### src/rtl/rv32_inst_encoder.sv
// Packs field-level RV32I requests into machine words and writes them to IMEM in order (accept -> encode -> write).
// Optional macro IMM_RANGE_CHECK_EN rejects out-of-range immediates; without it excess immediate bits are truncated.
module rv32_inst_encoder #(
  parameter int IMEM_DEPTH = 256,
  parameter int ADDR_W     = 8
) (
  input  logic              clk,
  input  logic              rst_n,
  input  logic              clear,
  input  logic              req_valid,
  output logic              req_ready,
  input  logic [3:0]        req_kind,
  input  logic [2:0]        req_func3,
  input  logic              req_alt,
  input  logic [4:0]        req_rd,
  input  logic [4:0]        req_rs1,
  input  logic [4:0]        req_rs2,
  input  logic [31:0]       req_imm,
  output logic              imem_we,
  input  logic              imem_ready,
  output logic [ADDR_W-1:0] imem_addr,
  output logic [31:0]       imem_wdata,
  output logic [ADDR_W:0]   count,
  output logic              done,
  output logic              full,
  output logic              err_illegal
);

  typedef enum logic [1:0] {S_IDLE, S_ENC, S_WR} state_e;

  localparam logic [3:0] K_R     = 4'd0;
  localparam logic [3:0] K_I     = 4'd1;
  localparam logic [3:0] K_LOAD  = 4'd2;
  localparam logic [3:0] K_STORE = 4'd3;
  localparam logic [3:0] K_BR    = 4'd4;
  localparam logic [3:0] K_LUI   = 4'd5;
  localparam logic [3:0] K_AUIPC = 4'd6;
  localparam logic [3:0] K_JAL   = 4'd7;
  localparam logic [3:0] K_JALR  = 4'd8;
  localparam logic [3:0] K_END   = 4'd15;

  localparam logic [6:0] OPC_R     = 7'b0110011;
  localparam logic [6:0] OPC_I     = 7'b0010011;
  localparam logic [6:0] OPC_LOAD  = 7'b0000011;
  localparam logic [6:0] OPC_STORE = 7'b0100011;
  localparam logic [6:0] OPC_BR    = 7'b1100011;
  localparam logic [6:0] OPC_LUI   = 7'b0110111;
  localparam logic [6:0] OPC_AUIPC = 7'b0010111;
  localparam logic [6:0] OPC_JAL   = 7'b1101111;
  localparam logic [6:0] OPC_JALR  = 7'b1100111;

  localparam logic [ADDR_W:0]   DEPTH_C = (ADDR_W+1)'(IMEM_DEPTH);
  localparam logic [ADDR_W:0]   CNT_ONE = (ADDR_W+1)'(1);
  localparam logic [ADDR_W-1:0] PTR_ONE = ADDR_W'(1);

  state_e            state_q, state_d;
  logic [3:0]        kind_q, kind_d;
  logic [2:0]        f3_q, f3_d;
  logic              alt_q, alt_d;
  logic [4:0]        rd_q, rd_d, rs1_q, rs1_d, rs2_q, rs2_d;
  logic [31:0]       imm_q, imm_d;
  logic [31:0]       wdata_q, wdata_d;
  logic [ADDR_W-1:0] ptr_q, ptr_d;
  logic [ADDR_W:0]   count_q, count_d;
  logic              done_q, done_d, full_q, full_d, err_q, err_d;

  logic [31:0]       enc_word;
  logic              enc_legal;
  logic              fit12, fit13, fit21, upper_ok;

`ifdef IMM_RANGE_CHECK_EN
  logic signed [31:0] imm_s;
  assign imm_s    = imm_q;
  assign fit12    = (imm_s >= -32'sd2048)    && (imm_s <= 32'sd2047);
  assign fit13    = (imm_s >= -32'sd4096)    && (imm_s <= 32'sd4094);
  assign fit21    = (imm_s >= -32'sd1048576) && (imm_s <= 32'sd1048574);
  assign upper_ok = (imm_q[11:0] == 12'h000);
`else
  assign fit12    = 1'b1;
  assign fit13    = 1'b1;
  assign fit21    = 1'b1;
  assign upper_ok = 1'b1;
`endif

  always_comb begin
    enc_word  = 32'h0;
    enc_legal = 1'b0;
    case (kind_q)
      K_R: begin
        enc_word  = {(alt_q ? 7'b0100000 : 7'b0000000), rs2_q, rs1_q, f3_q, rd_q, OPC_R};
        enc_legal = !alt_q || (f3_q == 3'b000) || (f3_q == 3'b101);
      end
      K_I: begin
        enc_word = {imm_q[11:0], rs1_q, f3_q, rd_q, OPC_I};
        // shifts carry the SRAI selector in funct7 and only a 5-bit shamt
        if ((f3_q == 3'b001) || (f3_q == 3'b101))
          enc_word[31:20] = {1'b0, alt_q, 5'b00000, imm_q[4:0]};
        enc_legal = (!alt_q || (f3_q == 3'b101)) && fit12;
      end
      K_LOAD: begin
        enc_word  = {imm_q[11:0], rs1_q, f3_q, rd_q, OPC_LOAD};
        enc_legal = (f3_q != 3'b011) && (f3_q != 3'b110) && (f3_q != 3'b111) && fit12;
      end
      K_STORE: begin
        enc_word  = {imm_q[11:5], rs2_q, rs1_q, f3_q, imm_q[4:0], OPC_STORE};
        enc_legal = (f3_q <= 3'b010) && fit12;
      end
      K_BR: begin
        enc_word  = {imm_q[12], imm_q[10:5], rs2_q, rs1_q, f3_q, imm_q[4:1], imm_q[11], OPC_BR};
        enc_legal = (f3_q != 3'b010) && (f3_q != 3'b011) && !imm_q[0] && fit13;
      end
      K_LUI: begin
        enc_word  = {imm_q[31:12], rd_q, OPC_LUI};
        enc_legal = upper_ok;
      end
      K_AUIPC: begin
        enc_word  = {imm_q[31:12], rd_q, OPC_AUIPC};
        enc_legal = upper_ok;
      end
      K_JAL: begin
        enc_word  = {imm_q[20], imm_q[10:1], imm_q[11], imm_q[19:12], rd_q, OPC_JAL};
        enc_legal = !imm_q[0] && fit21;
      end
      K_JALR: begin
        enc_word  = {imm_q[11:0], rs1_q, 3'b000, rd_q, OPC_JALR};
        enc_legal = fit12;
      end
      default: begin
        enc_word  = 32'h0;
        enc_legal = 1'b0;
      end
    endcase
  end

  assign req_ready   = (state_q == S_IDLE) && !done_q && !full_q;
  assign imem_we     = (state_q == S_WR);
  assign imem_addr   = ptr_q;
  assign imem_wdata  = wdata_q;
  assign count       = count_q;
  assign done        = done_q;
  assign full        = full_q;
  assign err_illegal = err_q;

  always_comb begin
    state_d = state_q;
    kind_d  = kind_q;
    f3_d    = f3_q;
    alt_d   = alt_q;
    rd_d    = rd_q;
    rs1_d   = rs1_q;
    rs2_d   = rs2_q;
    imm_d   = imm_q;
    wdata_d = wdata_q;
    ptr_d   = ptr_q;
    count_d = count_q;
    done_d  = done_q;
    full_d  = full_q;
    err_d   = err_q;
    case (state_q)
      S_IDLE: begin
        if (req_valid && req_ready) begin
          kind_d = req_kind;
          f3_d   = req_func3;
          alt_d  = req_alt;
          rd_d   = req_rd;
          rs1_d  = req_rs1;
          rs2_d  = req_rs2;
          imm_d  = req_imm;
          if (req_kind == K_END) done_d  = 1'b1;
          else                   state_d = S_ENC;
        end
      end
      S_ENC: begin
        wdata_d = enc_word;
        if (enc_legal) begin
          state_d = S_WR;
        end else begin
          err_d   = 1'b1;
          state_d = S_IDLE;
        end
      end
      S_WR: begin
        if (imem_ready) begin
          count_d = count_q + CNT_ONE;
          // the pointer stops on the last slot so it never wraps
          if (count_q + CNT_ONE == DEPTH_C) full_d = 1'b1;
          else                              ptr_d  = ptr_q + PTR_ONE;
          state_d = S_IDLE;
        end
      end
      default: state_d = S_IDLE;
    endcase
    if (clear) begin
      state_d = S_IDLE;
      kind_d  = 4'h0;
      f3_d    = 3'h0;
      alt_d   = 1'b0;
      rd_d    = 5'h0;
      rs1_d   = 5'h0;
      rs2_d   = 5'h0;
      imm_d   = 32'h0;
      wdata_d = 32'h0;
      ptr_d   = '0;
      count_d = '0;
      done_d  = 1'b0;
      full_d  = 1'b0;
      err_d   = 1'b0;
    end
  end

  always_ff @(posedge clk or negedge rst_n) begin
    if (!rst_n) begin
      state_q <= S_IDLE;
      kind_q  <= 4'h0;
      f3_q    <= 3'h0;
      alt_q   <= 1'b0;
      rd_q    <= 5'h0;
      rs1_q   <= 5'h0;
      rs2_q   <= 5'h0;
      imm_q   <= 32'h0;
      wdata_q <= 32'h0;
      ptr_q   <= '0;
      count_q <= '0;
      done_q  <= 1'b0;
      full_q  <= 1'b0;
      err_q   <= 1'b0;
    end else begin
      state_q <= state_d;
      kind_q  <= kind_d;
      f3_q    <= f3_d;
      alt_q   <= alt_d;
      rd_q    <= rd_d;
      rs1_q   <= rs1_d;
      rs2_q   <= rs2_d;
      imm_q   <= imm_d;
      wdata_q <= wdata_d;
      ptr_q   <= ptr_d;
      count_q <= count_d;
      done_q  <= done_d;
      full_q  <= full_d;
      err_q   <= err_d;
    end
  end

endmodule

### config.mk
export PLATFORM = sky130hd
export DESIGN_NAME = rv32_inst_encoder
export DESIGN_NICKNAME = d
export VERILOG_FILES = /design/src/rtl/rv32_inst_encoder.sv
export SDC_FILE = /design/constraint.sdc
export NUM_CORES = 1
export LEC_CHECK = 0
export BUFFER_PORTS_ARGS = -buffer_cell sky130_fd_sc_hd__buf_2
export CAP_MARGIN = 15
export CORE_ASPECT_RATIO = 1.75
export CORE_UTILIZATION = 55
export DETAILED_ROUTE_END_ITERATION = 7
export PLACE_DENSITY = 0.87
export SYNTH_ARGS = -nofsm -noshare
export SYNTH_HDL_FRONTEND = slang
export SYNTH_SLANG_ARGS = --single-unit
### constraint.sdc
create_clock -name clk -period 2.3 [get_ports clk]
set_input_delay 0.46 -clock clk [delete_from_list [all_inputs] [get_ports clk]]
set_output_delay 0.46 -clock clk [all_outputs]
set_load 0.005 [all_outputs]
# After elaboration in Yosys (flattened, before gate mapping)
# Cells that the tools add are included.
word_totals:
  elab_cells: 124
  ff_bits: 109
op_classes:
  reduce_logical: 33
  magnitude_cmp: 1
  mux: 51
  n_addsub: 2
  n_eq_ne: 23
op_table:
  columns: ["operator", "n"]
  rows:
  - ["one-hot mux 32 bit (9 select lines)", 1]
  - ["2-to-1 mux 32 bit", 5]
  - ["2-to-1 mux 5 bit", 9]
  - ["2-to-1 mux 8 bit", 4]
  - ["2-to-1 mux 9 bit", 3]
  - ["equality test 4 x 3 -> 1 bit (second input constant)", 4]
  - ["2-to-1 mux 1 bit", 14]
  - ["nonzero test 2 bit", 7]
  - ["2-to-1 mux 12 bit", 1]
  - ["2-to-1 mux 4 bit", 3]
  - ["!= test 3 x 2 -> 1 bit (second input constant)", 4]
  - ["AND reduction 3 bit", 4]
  - ["2-to-1 mux 2 bit", 5]
  - ["adder 9 x 1 -> 9 bit (second input constant)", 1]
  - ["equality test 9 bit (second input constant)", 1]
  - ["2-to-1 mux 3 bit", 3]
  - ["!= test 3 bit (second input constant)", 3]
  - ["adder 8 x 1 -> 8 bit (second input constant)", 1]
  - ["equality test 4 x 2 -> 1 bit (second input constant)", 2]
  - ["equality test 4 bit (second input constant)", 2]
  - ["logical AND 1 bit", 7]
  - ["one-hot mux 1 bit (7 select lines)", 1]
  - ["2-to-1 mux 6 bit", 1]
  - ["one-hot mux 2 bit (3 select lines)", 1]
  - ["other kinds (14)", 23]

# Longest topological paths before layout
# Gate-level depths: netlist (run 1).
logic_depth:
  depth_word: 7
  ltp_mapped: 7
  depth_no_buf: 7

# Worst setup path before layout (run 1)
# OpenSTA, ideal clock, no wires.
synth_timing:
  path_type: "register to register"
  start: "register count_q[0] (netlist: count[0])"
  end: "register ptr_q[5] (netlist: imem_addr[5])"
  stages_incl_launch_ff: 8
  setup_slack_ns: 0.349
  setup_ns: 0.127
  t_arrival_ns: 1.824
  path_cell_list: "dfrtp_1 -> ha_1 -> xnor2_1 -> nand4_1 -> a211oi_2 -> a21boi_4 -> nand4_1 -> mux2_1"
synth_between:
  elab_chain_len: 4
synth_rtl:
  columns: ["element", "line", "rtl"]
  rows:
  - ["start, declared", "64", "logic [ADDR_W:0] count_q, count_d;"]
  - ["start signal, assigned", "238", "count_q <= count_d;"]
  - ["adder 9 x 1 -> 9 bit", "186", "if (count_q + CNT_ONE == DEPTH_C) full_d = 1'b1;"]
  - ["equality test 9 bit", "186", null]
  - ["!= test 2 bit (no line)", null, null]
  - ["AND reduction 3 bit (no line)", null, null]
  - ["end signal, assigned", "237", "ptr_q <= ptr_d;"]
  - ["end, declared", "63", "logic [ADDR_W-1:0] ptr_q, ptr_d;"]
# No other way between the ends.
# A chain may end at the register's enable or synchronous reset.

# Final worst setup path (run 1)
# Same ends and word-level chain as after synthesis.

==> run summary, run 1 <==
The run finished with clean final reports. The cell area power density came out at 689 nW/um^2. The main combinational cell family by area after synthesis was simple AND/OR/NAND/NOR gates.

The area share of fa/ha/maj cells after synthesis was 0.470%. In this design, the stage delay of the slowest critical-path cell is 0.47 ns. The run gives 3.05 nW as the reported leakage power.

The root buffer cell chosen for the clock tree is sky130_fd_sc_hd__clkbuf_16. By instance count, the cell type seen most on the critical path is sky130_fd_sc_hd__nand4_1. The Yosys step of the flow raised 0 warnings. The total count of max-transition violations in the final report was 0. Setup repair after global routing left no endpoint under its margin. Final critical-path required period: 2.17 ns. Counting the buffers created by CTS gives 9. The clock latency on the worst-skew pair came out at 0.35 ns.

Of the cells placed in the final design, the portion with a size suffix greater than 1 is 23.2%. At the pin with the least slew margin, the transition time is 0.690 ns. The slowest library cell on the worst path is sky130_fd_sc_hd__dfrtp_1.

The tools report the number of distinct library cell variants in the gate-level netlist after synthesis as 53. The worst setup path is launched from a flop. In this run the tightest slew margin relative to its limit is 54.0%. 114 I/O pins were placed. The portion of synthesized area spent on multiplexers is 2.35%.

At the worst endpoint, the arrival time is 2.40 ns. After clock tree synthesis, the clock-pin slew on the worst setup and hold paths is 0.07 ns. The worst setup path is captured at a flop. The die is 76.4 um wide.

The floorplan step defined a core boundary enclosing 9410 sq um. Gate count after technology mapping: 606. The critical path goes through ha_2 -> nand4_1 -> xor2_1 -> o22ai_1 -> a21boi_4 -> nand4_1 -> mux2_1. The number of DRC violations after detailed-routing iteration 0 came out at 480. In this run, synthesis produced a sequential element count of 108. After Yosys synthesis, and, or, nand and nor cells account for 20.4% of the synthesized area. Via count of the first global-routing pass: 4644.

Prior to clock tree synthesis, the placed netlist has a worst setup slack of 0.0900 ns. The detailed-route vias per instance works out to 5.90. Summed over all layers, the routed wires come to 13800 um. Most common flop cell mapped by yosys: sky130_fd_sc_hd__dfrtp_1. For flop-to-flop paths, the worst setup slack is 0.13 ns. The synthesized netlist occupies a cell area of 5320 sq um. For this run, the detailed router's first-pass iteration total came to 7.

Compared with the post-synthesis result, the final layout area differs by 19.6%. The wire-length estimate of the detail-placed layout is 9710 um. After detailed routing, the number of remaining DRC violations is 0.

The run gives 2.53 ns as the required time of the worst setup path. The number of nets in the synthesized netlist is 668. The most common cell after layout, fill and taps aside is sky130_fd_sc_hd__nand2_1. The count of buffers added on input and output ports is 113. Max-cap violations in this run came to 0.

The per-instance average area after synthesis works out to 8.79 sq um. TritonCTS built the clock tree. In this run the core area contains 47 standard-cell rows.

Once the floorplan was initialized, standard cells occupied 56.6% of the core. The worst-case IR drop observed on VDD is 511 uV. The tools report the smallest setup slack after layout as 0.129 ns.

The sum of negative setup slack was 0 ns. For the final database, setup skew stands at 0.00659 ns. The tools report the global-route wire length before repair as 22500 um.

After detailed routing, the average wire length per cell comes to 16.6 um. Sequential elements use 50.8% of the synthesized area. The number of hold-slack violations in the final timing report was 0. Global routing finished with a remaining overflow of 0.

In this run the remaining antenna-violating nets after routing total 0. Setup violations remaining at the end of the flow were counted as 0. The library cells used most frequently in the layout, excluding fill and tap cells, are sky130_fd_sc_hd__nand2_1 (159), sky130_fd_sc_hd__buf_2 (112), sky130_fd_sc_hd__dfrtp_1 (108).

Counting every sink on the clock net gives 108. Counting flops with a built-in enable in the synthesized netlist gives 0. The proportion of synthesized flip-flops having asynchronous set or reset is 100%. Routability-driven placement finished with a final weighted congestion of 0.891.

Global routing used 28.4% of the available tracks. The die covers 10100 sq um. At the end of the flow, the number of nets in the layout was 770. After Yosys synthesis, XOR and XNOR cells account for 1.97% of the synthesized area. The min-delay analysis places its worst path in the category in2async. Entering global routing, the biggest net connects 64 pins.

The H-tree was split into 3 levels. The number of non-filler instances in the completed layout is 835. The category of the critical setup timing path was reg2reg.

Based on the critical path, the design can be clocked at up to 461 MHz. The maximum clock path buffer count was 2; the number of vias in the routed layout was 4924. The area fraction in compound gates after synthesis was 20.2%; the y dimension of the die was 132 um. The highest fanout seen on the critical path is 9. The placed cell count is 817. The initial antenna violation count was 1. The part of the cycle the worst path needs works out to 94.4%.
worst max-delay path, delay by kind of cell, from the launching register on:
family / cells / cell delay [ns]
compound gates: 2 / 0.48
xor+xnor: 1 / 0.19
fa+ha+maj: 1 / 0.29
flops: 1 / 0.47
mux: 1 / 0.33
simple gates: 2 / 0.28
area by class of cell:
type                       instances  area [sq um]
antenna                            1          2.50
inverter                           4          15.0
tap                              122           153
timing repair buffer             133           743
clock buffer                      11           253
multi-input combinational        452          2430
clock inverter                     4          72.6
fill                             757          3040
sequential                       108          2700
synth_stat cells (2+ instances only):
cell	instances	area (sq um)
sky130_fd_sc_hd__a211oi_1	12	90.1
sky130_fd_sc_hd__a21o_1	7	52.6
sky130_fd_sc_hd__a21oi_1	81	405
sky130_fd_sc_hd__a21oi_2	2	17.5
sky130_fd_sc_hd__a221oi_1	5	43.8
sky130_fd_sc_hd__a22o_1	5	43.8
sky130_fd_sc_hd__a22oi_1	5	37.5
sky130_fd_sc_hd__a311oi_1	9	78.8
sky130_fd_sc_hd__a31oi_1	5	31.3
sky130_fd_sc_hd__and2_1	2	12.5
sky130_fd_sc_hd__and3_1	3	18.8
sky130_fd_sc_hd__buf_1	4	15.0
sky130_fd_sc_hd__buf_2	11	55.1
sky130_fd_sc_hd__clkbuf_1	24	90.1
sky130_fd_sc_hd__dfrtp_1	108	2700
sky130_fd_sc_hd__ha_1	2	25.0
sky130_fd_sc_hd__inv_1	4	15.0
sky130_fd_sc_hd__mux2_1	4	45.0
sky130_fd_sc_hd__mux2i_1	8	80.1
sky130_fd_sc_hd__nand2_1	160	601
sky130_fd_sc_hd__nand2b_1	5	31.3
sky130_fd_sc_hd__nand3_1	9	45.0
sky130_fd_sc_hd__nand4_1	12	75.1
sky130_fd_sc_hd__nor2_1	41	154
sky130_fd_sc_hd__nor2b_1	13	81.3
sky130_fd_sc_hd__o21ai_0	28	140
sky130_fd_sc_hd__xnor2_1	5	43.8
sky130_fd_sc_hd__xor2_1	7	61.3
stage by stage:
stage	power [mW]	hold WS, ns	util [%]	cell area (sq um)
after global routing	4.58	0.211	67.7	6370
after floorplan	2.48	0.164	-	5320
after CTS	4.40	0.180	67.5	6350
final	4.39	0.167	67.7	6370
after detailed placement	2.73	0.465	64.0	6020
after global placement	2.71	0.456	64.0	6020
state kept, by name, summed over array words and instances (netlist names):
register	count
alt_q	1
imm_q	32
imem_addr	8
state_q	2
count	9
rs1_q	5
f3_q	3
kind_q	4
done	1
err_illegal	1
imem_wdata	31
rd_q	5
rs2_q	5
full	1
cell families (layout without fill, tap and decap cells):
kind of cell,count (synthesis),in the layout
AOI/OAI and AO/OA,172,172
muxes,12,12
DFF,108,108
buffers and inverters,46,152
xor gates and xnor gates,12,12
other,0,1
adders and majority gates,2,2
and+or+nand+nor,254,254
power breakdown:
group,internal (mW),leakage [nW],switching (mW)
clock network,1.01,0.158,0.679
registers,1.99,1.48,0.0824
logic,0.238,1.42,0.394
repair_timing:
| action | 4_1_cts | 5_1_grt |
|---|---|---|
| setup buffers | 0 | 2 |
| endpoints found under the setup margin | 0 | 4 |
| gates resized for setup | 0 | 1 |
| hold buffers | 0 | 0 |
final timing paths:
| path | from | end | cells past startpoint |
|---|---|---|---|
| setup reg to reg | count[0] | imem_addr[5] | 7 |
| setup / recovery | count[0] | imem_addr[5] | 7 |
| hold / removal | rst_n | imm_q[31] | 1 |
| min in group clk | req_imm[21] | imm_q[21] | 3 |
| max in group asynchronous | rst_n | imem_wdata[2] | 2 |
| hold reg to reg | imem_wdata[8] | imem_wdata[8] | 2 |
metal layers:
layer  global-route usage (%)  vias to the layer above  share of wire (%)
met4                     13.6                        0                4.0
li1                         -                     2303                  -
met3                     6.02                       44                5.4
met5                        0                        -                  0
met2                     49.0                      207                 53
met1                     33.4                     2370                 38
(Power assumes the default switching activity.)
==> run 2, diff against run 1 <==
--- a/config.mk
+++ b/config.mk
@@ -8,6 +8,7 @@
 export BUFFER_PORTS_ARGS = -buffer_cell sky130_fd_sc_hd__buf_2
 export CAP_MARGIN = 15
 export CORE_ASPECT_RATIO = 1.75
+export CORE_MARGIN = 1.5
 export CORE_UTILIZATION = 55
 export DETAILED_ROUTE_END_ITERATION = 7
 export PLACE_DENSITY = 0.87
==> run 2 against run 1 <==
Wire length rose by 1.5%. Register-to-register slack gained 0.05 ns. Design area grew 0.24%. Utilization increased by 0.16 points. Critical endpoint is now imem_addr[6]. Largest power group unchanged. Critical path depth is the same.
==> run summary, run 2 (synthesized netlist as in run 1, its figures left out) <==
The sum of negative setup slack was 0 ns (unchanged); the global-route wire length before repair was 22800 um (+1.4%). The count of unresolved DRC violations after routing is 0 (unchanged). The count of port buffers added during placement came out at 113 (unchanged). The total area of sequential cells was 2700 sq um (unchanged); the measured slew at the worst slew-check pin was 0.683 ns (-0.00673 ns). The library cell used most frequently in the layout, excluding fill and tap cells, is sky130_fd_sc_hd__nand2_1. The run gives 36.4% (-2.0 points) as the fraction of power consumed by the clock network. The final number of setup-violating endpoints came out at 0 (unchanged). The number of diodes added for antenna fixing is 0 (-1), and the net switching fraction of the power is 27.8% (+1.5 points).

The register with the most flip-flops in the final layout is imm_q. The detailed-route vias per instance works out to 5.84 (-0.90%). The y dimension of the die was 133 um (+0.76%).

The tools report the combinational power share as 15.2% (+0.8 points). The tools report the clock latency on the worst-skew pair as 0.35 ns (about the same). STA classifies the critical path startpoint as a flop. The run gives 0 (-1) as the initial antenna violation count. The number of iterations in the first detailed-routing pass is 5 (-2), and the reported leakage power is 3.07 nW (+0.51%). For the routed wire length, the log shows 14000 um (+1.5%). The worst setup path is captured at a flop. The via count of the first global-routing pass is 4790 (+3.1%), and the part of the cycle the worst path needs is 92.1% (-2.3 points). The tools report the filler cell count as 764 (+0.92%). The pin count of the biggest net entering global routing came out at 73 (+14%). The top cell types in the final layout, fill and taps aside, are sky130_fd_sc_hd__nand2_1 (159), sky130_fd_sc_hd__buf_2 (112), sky130_fd_sc_hd__dfrtp_1 (108).

The category of the critical setup timing path was reg2reg. The area growth from synthesis to layout is 19.9%. The logs give 3.09 mW (-4.4%) for the internal power and 472 MHz (+2.5%) for the peak clock frequency supported by timing. The highest fanout seen on the critical path is 10 (+1).

The required time of the worst setup path came out at 2.54 ns (about the same). The routed length per placed instance works out to 16.7 um (+1.0%). The logs give 9950 um (+2.6%) for the final HPWL from detailed placement and 114 (unchanged) for the top-level I/O count. For the total count of max-transition violations in the final report, the log shows 0 (unchanged). The final critical-path required period is 2.12 ns (-0.0529 ns), and the clock transition at the registers of the reported paths is 0.07 ns (about the same). The area of the multi-input gates is 2430 sq um (unchanged), and the deepest level of the CTS H-tree is 3 (unchanged).

The flip-flop count of the largest register, all copies and words added came out at 32 (unchanged). The CTS root buffer is sky130_fd_sc_hd__clkbuf_16. The number of non-filler instances in the completed layout came out at 839 (+0.48%). The logs give 460 (-4.2%) for the number of DRC violations after detailed-routing iteration 0 and 10300 sq um (+2.1%) for the area enclosed by the die boundary.

Number of vias in the routed layout: 4903 (-0.43%). The maximum clock path buffer count was 2 (unchanged). The run gives 0 (unchanged) as the number of hold buffers added after CTS. TritonCTS built the clock tree. The classification of the worst-slack hold path was in2async.

The CTS buffer count was 9 (unchanged); the fraction of layout cells with a size suffix above 1 was 23.7% (+0.54 points). The clock sink count was 108 (unchanged); the placement row count was 47 (unchanged). The run gives 54.5% (+0.45 points) as the worst slew slack as a fraction of its limit.

Cell area power density: 671 nW/um^2 (-2.7%). The post-route clock skew is 0.00804 ns (+0.00145 ns). The placed cell count is 822 (+0.61%), and the core region area is 9410 sq um (unchanged). The worst-case vdd ir drop was 469 uV (-8.2%); the total of max-cap violations was 0 (unchanged). The total routing usage reported by global routing is 28.1% (-0.29 points). The tools report the routability-driven placement congestion ratio as 0.896 (+0.62%). Setup repair after global routing left no endpoint under its margin. For the sequential share of power, the log shows 48.4% (+1.2 points). The run gives 2.36 ns (-0.04 ns) as the arrival time at the worst endpoint.

Count of nets after finishing: 774 (+0.52%). The tools report the number of hold-slack violations in the final timing report as 0 (unchanged). The flow ran to the end, and the final reports show no timing, DRC or antenna violations. The horizontal extent of the die is 77.4 um (+1.3%). The total grt overflow is 0 (unchanged).

The switching power total is 1.19 mW (+3.1%). For the number of antenna-violating nets in the routed design, the log shows 0 (unchanged). The logs give 4.28 mW (-2.4%) for the overall power after layout and 56.6% (unchanged) for the starting density of the core.
run 2: what timing repair did:
item / CTS / global route
resized for setup: 0 / 1
buffers inserted: 0 / 1
endpoints found under the setup margin: 0 / 4
hold endpoints to repair: 0 / 0
run 2: final timing paths:
check | end | cells after the start | start | slack, ns
max | imem_addr[6] | 7 | count[0] | 0.18
min | imm_q[8] | 1 | rst_n | 0.15
max reg2reg | imem_addr[6] | 7 | count[0] | 0.18
min reg2reg | imem_wdata[8] | 2 | imem_wdata[8] | 0.47
max in group asynchronous | imem_wdata[14] | 2 | rst_n | 1.50
min in group clk | rd_q[4] | 3 | req_rd[4] | 0.34
run 2: through the flow:
stage	area (sq um)	worst slack (ns)	util (%)	hold slack (ns)
after floorplan	5320	0.349	-	0.164
after global placement	6070	0.236	64.6	0.456
after detailed placement	6070	0.153	64.6	0.465
after CTS	6370	0.142	67.8	0.166
after global routing	6380	0.0345	67.9	0.202
final	6380	0.182	67.9	0.146
run 2: cell type report:
class                           count  area share [%]
Clock buffer                        9            3.53
Clock inverter                      7            1.18
Inverter                            4           0.235
Multi-Input combinational cell    452            38.0
Sequential cell                   108            42.3
Tap cell                          122            2.39
Timing Repair Buffer              137            12.3
run 2: worst max-delay path: stages (launching register included):
cell	delay (ns)
sky130_fd_sc_hd__dfrtp_1	0.48
sky130_fd_sc_hd__ha_2	0.29
sky130_fd_sc_hd__nand4_1	0.13
sky130_fd_sc_hd__xor2_1	0.15
sky130_fd_sc_hd__o22ai_1	0.16
sky130_fd_sc_hd__a21boi_4	0.32
sky130_fd_sc_hd__nand4_1	0.15
sky130_fd_sc_hd__mux2_1	0.33
run 2: metal layers:
metal / part of all wire [%] / wire length [um] / GRT usage (%) / vias up
met5: 0 / 0 / 0 / -
met4: 3.7 / 525 / 15.9 / 0
met3: 4.8 / 680 / 4.38 / 41
met2: 53 / 7440 / 48.8 / 187
met1: 38 / 5400 / 32.7 / 2373
li1: - / - / - / 2302
run 2: power groups by stage:
stage	clock (mW)	sequential, mW	combinational [mW]
2_1_floorplan	0	2.08	0.391
3_5_place_dp	0	2.11	0.643
3_3_place_gp	0	2.10	0.621
6_report	1.56	2.07	0.652
4_1_cts	1.58	2.07	0.646
5_1_grt	1.64	2.08	0.723
